## src/rtl/div_unit.sv

```systemverilog
// Sequential restoring divider: one quotient bit per clock, signed or unsigned,
// with divide-by-zero detection and back-to-back start acceptance from DONE.
module div_unit #(
  parameter int unsigned width = 16
) (
  input  logic             clock,
  input  logic             reset,
  input  logic             start,
  input  logic             is_signed,
  input  logic [width-1:0] dividend,
  input  logic [width-1:0] divisor,
  output logic [width-1:0] quotient,
  output logic [width-1:0] remainder,
  output logic             busy,
  output logic             done,
  output logic             div_by_zero
);

  localparam int unsigned cw = $clog2(width + 1);

  typedef enum logic [1:0] {IDLE, BUSY, DONE} state_t;

  state_t           state, state_n;
  logic [width-1:0] dvd, dvd_n;
  logic [width-1:0] dvs, dvs_n;
  logic [width-1:0] prem, prem_n;
  logic [width-1:0] quot_n, rem_n;
  logic [cw-1:0]    cnt, cnt_n;
  logic             neg_q, neg_q_n, neg_r, neg_r_n, dbz_n;
  logic             accept, a_neg, b_neg, qbit;
  logic [width:0]   shifted, diff;
  logic [width-1:0] q_mag, r_mag;

  // State register
  always_ff @(posedge clock or negedge reset) begin
    if (!reset) state <= IDLE;
    else        state <= state_n;
  end

  // Next-state, iteration step and result selection
  always_comb begin
    state_n = state;
    dvd_n   = dvd;
    dvs_n   = dvs;
    prem_n  = prem;
    cnt_n   = cnt;
    neg_q_n = neg_q;
    neg_r_n = neg_r;
    quot_n  = quotient;
    rem_n   = remainder;
    dbz_n   = div_by_zero;

    accept  = start && (state != BUSY);
    a_neg   = is_signed & dividend[width-1];
    b_neg   = is_signed & divisor[width-1];

    // Remainder gains the next dividend bit; subtraction keeps it when non-negative
    shifted = {prem, dvd[width-1]};
    diff    = shifted - {1'b0, dvs};
    qbit    = ~diff[width];
    q_mag   = {dvd[width-2:0], qbit};
    r_mag   = qbit ? diff[width-1:0] : shifted[width-1:0];

    case (state)
      IDLE, DONE: begin
        state_n = IDLE;
        if (accept) begin
          dvd_n   = a_neg ? -dividend : dividend;
          dvs_n   = b_neg ? -divisor : divisor;
          prem_n  = '0;
          neg_q_n = a_neg ^ b_neg;
          neg_r_n = a_neg;
          dbz_n   = 1'b0;
          if (divisor == '0) begin
            state_n = DONE;
            quot_n  = '1;
            rem_n   = dividend;
            dbz_n   = 1'b1;
          end else begin
            state_n = BUSY;
            cnt_n   = cw'(width);
          end
        end
      end
      BUSY: begin
        dvd_n  = q_mag;
        prem_n = r_mag;
        cnt_n  = cnt - cw'(1);
        if (cnt == cw'(1)) begin
          state_n = DONE;
          quot_n  = neg_q ? -q_mag : q_mag;
          rem_n   = neg_r ? -r_mag : r_mag;
        end
      end
      default: state_n = IDLE;
    endcase
  end

  // Datapath and registered outputs
  always_ff @(posedge clock or negedge reset) begin
    if (!reset) begin
      dvd         <= '0;
      dvs         <= '0;
      prem        <= '0;
      cnt         <= '0;
      neg_q       <= 1'b0;
      neg_r       <= 1'b0;
      quotient    <= '0;
      remainder   <= '0;
      div_by_zero <= 1'b0;
      busy        <= 1'b0;
      done        <= 1'b0;
    end else begin
      dvd         <= dvd_n;
      dvs         <= dvs_n;
      prem        <= prem_n;
      cnt         <= cnt_n;
      neg_q       <= neg_q_n;
      neg_r       <= neg_r_n;
      quotient    <= quot_n;
      remainder   <= rem_n;
      div_by_zero <= dbz_n;
      busy        <= (state_n == BUSY);
      done        <= (state_n == DONE);
    end
  end

endmodule

```

## config.mk

```make
export PLATFORM = sky130hd
export DESIGN_NAME = div_unit
export DESIGN_NICKNAME = d
export VERILOG_FILES = /design/src/rtl/div_unit.sv
export SDC_FILE = /design/constraint.sdc
export NUM_CORES = 1
export LEC_CHECK = 0
export CAP_MARGIN = 20
export CORE_UTILIZATION = 52
export CTS_CLUSTER_SIZE = 24
export DETAILED_ROUTE_END_ITERATION = 6
export PLACE_DENSITY = 0.86
export SYNTH_ARGS = -nofsm -noshare
export SYNTH_HDL_FRONTEND = slang
export SYNTH_SLANG_ARGS = --single-unit
```

## constraint.sdc

```tcl
create_clock -name clock -period 4.79 [get_ports clock]
set_input_delay 0.958 -clock clock [delete_from_list [all_inputs] [get_ports clock]]
set_output_delay 0.958 -clock clock [all_outputs]
set_load 0.03 [all_outputs]
```

==> impl_metrics.json <==
{
  "wl_met3_mm": 1.202,
  "cp.required_ns": 5.05,
  "cp_slowest_cell": "fa_1",
  "core_um2": 11520,
  "synthXorXnorAreaFrac": 0.08342,
  "syn_avg_cell_area_um2": 8.271,
  "die_w_um": 111.1,
  "num_io_pins": 71,
  "synth_nets": 808,
  "synth-edff-count": 0,
  "muxShareOfSynthArea": 0.03454,
  "synthFlopType": "dfrtp_1",
  "syn_area_um2": 6195,
  "die_height_um": 111.1,
  "critPathLaunchType": "register",
  "dp_cells": 936,
  "cp-end-kind": "register",
  "fin_ws_ns": 0.6519,
  "vias": 5823,
  "reg2reg_slack_ns": 0.65,
  "layout_commonest_cell": "dfrtp_1",
  "cts_resized": 0,
  "synth.area.top_cells": "dfrtp_1 37%, a21oi_1 5.5%, nand2_1 5.2%, o21ai_0 4.9%, nor2_1 4.7%",
  "finalHoldViolCount": 0,
  "crit_chain": "inv_1 > ha_1 > inv_1 > fa_1 > a211oi_2 > nor2_1 > and3_1 > nor4_1 > nor3_4 > inv_2 > mux2i_1 > ha_1 > nand3_1 > mux2i_1 > o21a_2 > o221ai_1 > and4_1 > nor4_1",
  "met1_length_mm": 7.276,
  "critPathKind": "reg2reg",
  "tightest_slew_ns": 1.047,
  "drt-total-wl_mm": 16.42,
  "dieArea_um2": 12350,
  "holdBufCountCts": 0,
  "layout.cells.most_common_list": "92 x dfrtp_1, 85 x nand2_1, 77 x nor2_1",
  "gr-total-overflow": 0,
  "grt_use_total": 0.2757,
  "synth_compound_area_frac": 0.2090,
  "rsz0062_at_grt": "false",
  "htreeDepth": 3,
  "diodes": 0,
  "drtIter0Drc": 524,
  "stdcell_count": 952,
  "dr.max_layer_used": "met4",
  "status": "complete, but fails checks",
  "wl_per_cell_um": 17.25,
  "num_rows": 39,
  "ys_types": 68,
  "relSlewSlack": 0.3022,
  "worstHoldPathType": "reg2reg",
  "ff2ff_path_depth": 18,
  "cts.sinks": 92,
  "whs_ns": 0.4765,
  "grt_max_degree": 64,
  "dpl.hpwl_mm": 11.77,
  "violations": "DRC",
  "synth_top_area_frac": 0.3716,
  "cp_num_cells": 18,
  "numPortBuffers": 70,
  "cts_setup_buffers": 0,
  "max_cap_violations": 0,
  "vias_per_cell": 6.117,
  "r2r_end": "remainder[14]",
  "grt_pass1_vias": 5480,
  "fin_nets": 863,
  "clk_latency_ns": 0.36,
  "finalCritPeriodShare": 0.8639,
  "drive_gt1_frac": 0.05439,
  "route.detailed.drc": 4,
  "path_clk_slew_ns": 0.07,
  "netlist_instances": 749,
  "r2r_start": "dvd[15]",
  "min_to": "dvs[11]",
  "gp_congestion": 0.9017,
  "antenna_left": 0,
  "cts_tree": "yes",
  "setup_viol": 0,
  "yosys_warnings": 0,
  "cts_made_buffers": 9,
  "synth_adder_area_share": 0.04767,
  "hp-start": "dvs[11]",
  "synth_top_family_by_area": "compound AO/OA/AOI/OAI gates",
  "holdPathStages": 2,
  "critPathTopFamily": "simple AND/OR/NAND/NOR gates",
  "cp_max_fo": 6,
  "dr_wl_met2_mm": 7.570,
  "start_util": 0.5379,
  "post-route-min-period_ns": 4.138,
  "slew_viol_final": 0,
  "pre_cts_ws_ns": 0.7023,
  "ys_ff_latch": 92,
  "max_stage_delay_ns": 0.44,
  "grt_pass1_wl_mm": 27.22,
  "finalSetupTns_ns": 0,
  "startpoint": "dvd[15]",
  "max_freq_mhz": 241.7,
  "cts.path.max_buffers": 2,
  "async_flop_share": 1.000,
  "path_buf_inv": 3,
  "syn2layout_area_growth_pct": 17.73,
  "synth_simple_gate_area_frac": 0.2052,
  "drt_pass1_iterations": 7,
  "seq_area_frac_synth": 0.3716,
  "antenna_found_initial": 0,
  "cp.arrival_ns": 4.40,
  "synth_top_area_cell": "dfrtp_1",
  "clock_skew_ns": 0.009353,
  "root_buffer": "clkbuf_16"
}
## state kept, by name, indices dropped and copies added (netlist names)
register,flops
dvd,16
remainder,16
div_by_zero,1
neg_q,1
state,2
done,1
dvs,16
prem,16
quotient,16
cnt,5
neg_r,1
busy,1
## routing by layer
metal	up-vias	global-route usage
met3	38	0.03773
met4	0	0.1225
met1	2764	0.3812
met2	250	0.4323
met5	-	0
li1	2771	-
## metrics by stage
| step | cell area (µm²) | utilization |
|---|---|---|
| 2_1_floorplan | 6195 | - |
| 3_3_place_gp | 6994 | 0.6073 |
| 3_5_place_dp | 6994 | 0.6073 |
| 4_1_cts | 7293 | 0.6333 |
| 5_1_grt | 7293 | 0.6333 |
| 6_report | 7293 | 0.6333 |
## cell type report
type | instances | area [µm²]
Fill cell | 929 | 4223
Inverter | 38 | 142.6
Tap cell | 143 | 178.9
Sequential cell | 92 | 2302
Timing Repair Buffer | 80 | 773.2
Multi-Input combinational cell | 583 | 3597
Clock inverter | 7 | 73.82
Clock buffer | 9 | 225.2
## Yosys cell counts (all sizes together) (5+ instances only)
cell type,instances
nand2b,9
mux2i,18
o21ai,71
inv,37
and3,17
ha,22
a21o,5
a31oi,15
buf,9
clkbuf,27
o31ai,9
xor2,31
nor2b,6
nor3,26
dfrtp,92
nand2,85
nor4b,5
xnor2,28
nand3,13
a21oi,71
o41ai,8
nor4,10
nor2,77
## worst max-delay path by stage
stage | end | slack [ns]
2_1_floorplan | remainder[14] | 0.74
5_1_grt | remainder[14] | 0.35
6_report | remainder[14] | 0.65
3_5_place_dp | remainder[14] | 0.70
4_1_cts | remainder[14] | 0.66
3_3_place_gp | remainder[14] | 0.89
## cell families (layout without fill, tap and decap cells)
kind of cell | Yosys count | count (layout)
AO/OA/AOI/OAI | 213 | 213
XOR/XNOR | 59 | 59
adder cells (fa/ha/maj) | 23 | 23
buffers and inverters | 74 | 134
flip-flops | 92 | 92
multiplexers | 21 | 21
AND/OR/NAND/NOR | 267 | 267
## worst reg2reg max path, stage by stage (launching register included)
cell      delay [ns]
dfrtp_1         0.40
inv_1           0.07
ha_1            0.16
inv_1           0.06
fa_1            0.44
a211oi_2        0.24
nor2_1          0.11
and3_1          0.22
nor4_1          0.44
nor3_4          0.10
inv_2           0.12
mux2i_1         0.31
ha_1            0.23
nand3_1         0.08
mux2i_1         0.27
o21a_2          0.21
o221ai_1        0.12
and4_1          0.21
nor4_1          0.25
Power is left out: the tool's default activity adds up to more than one toggle a clock period on the data nets, which glitch-free logic cannot reach.
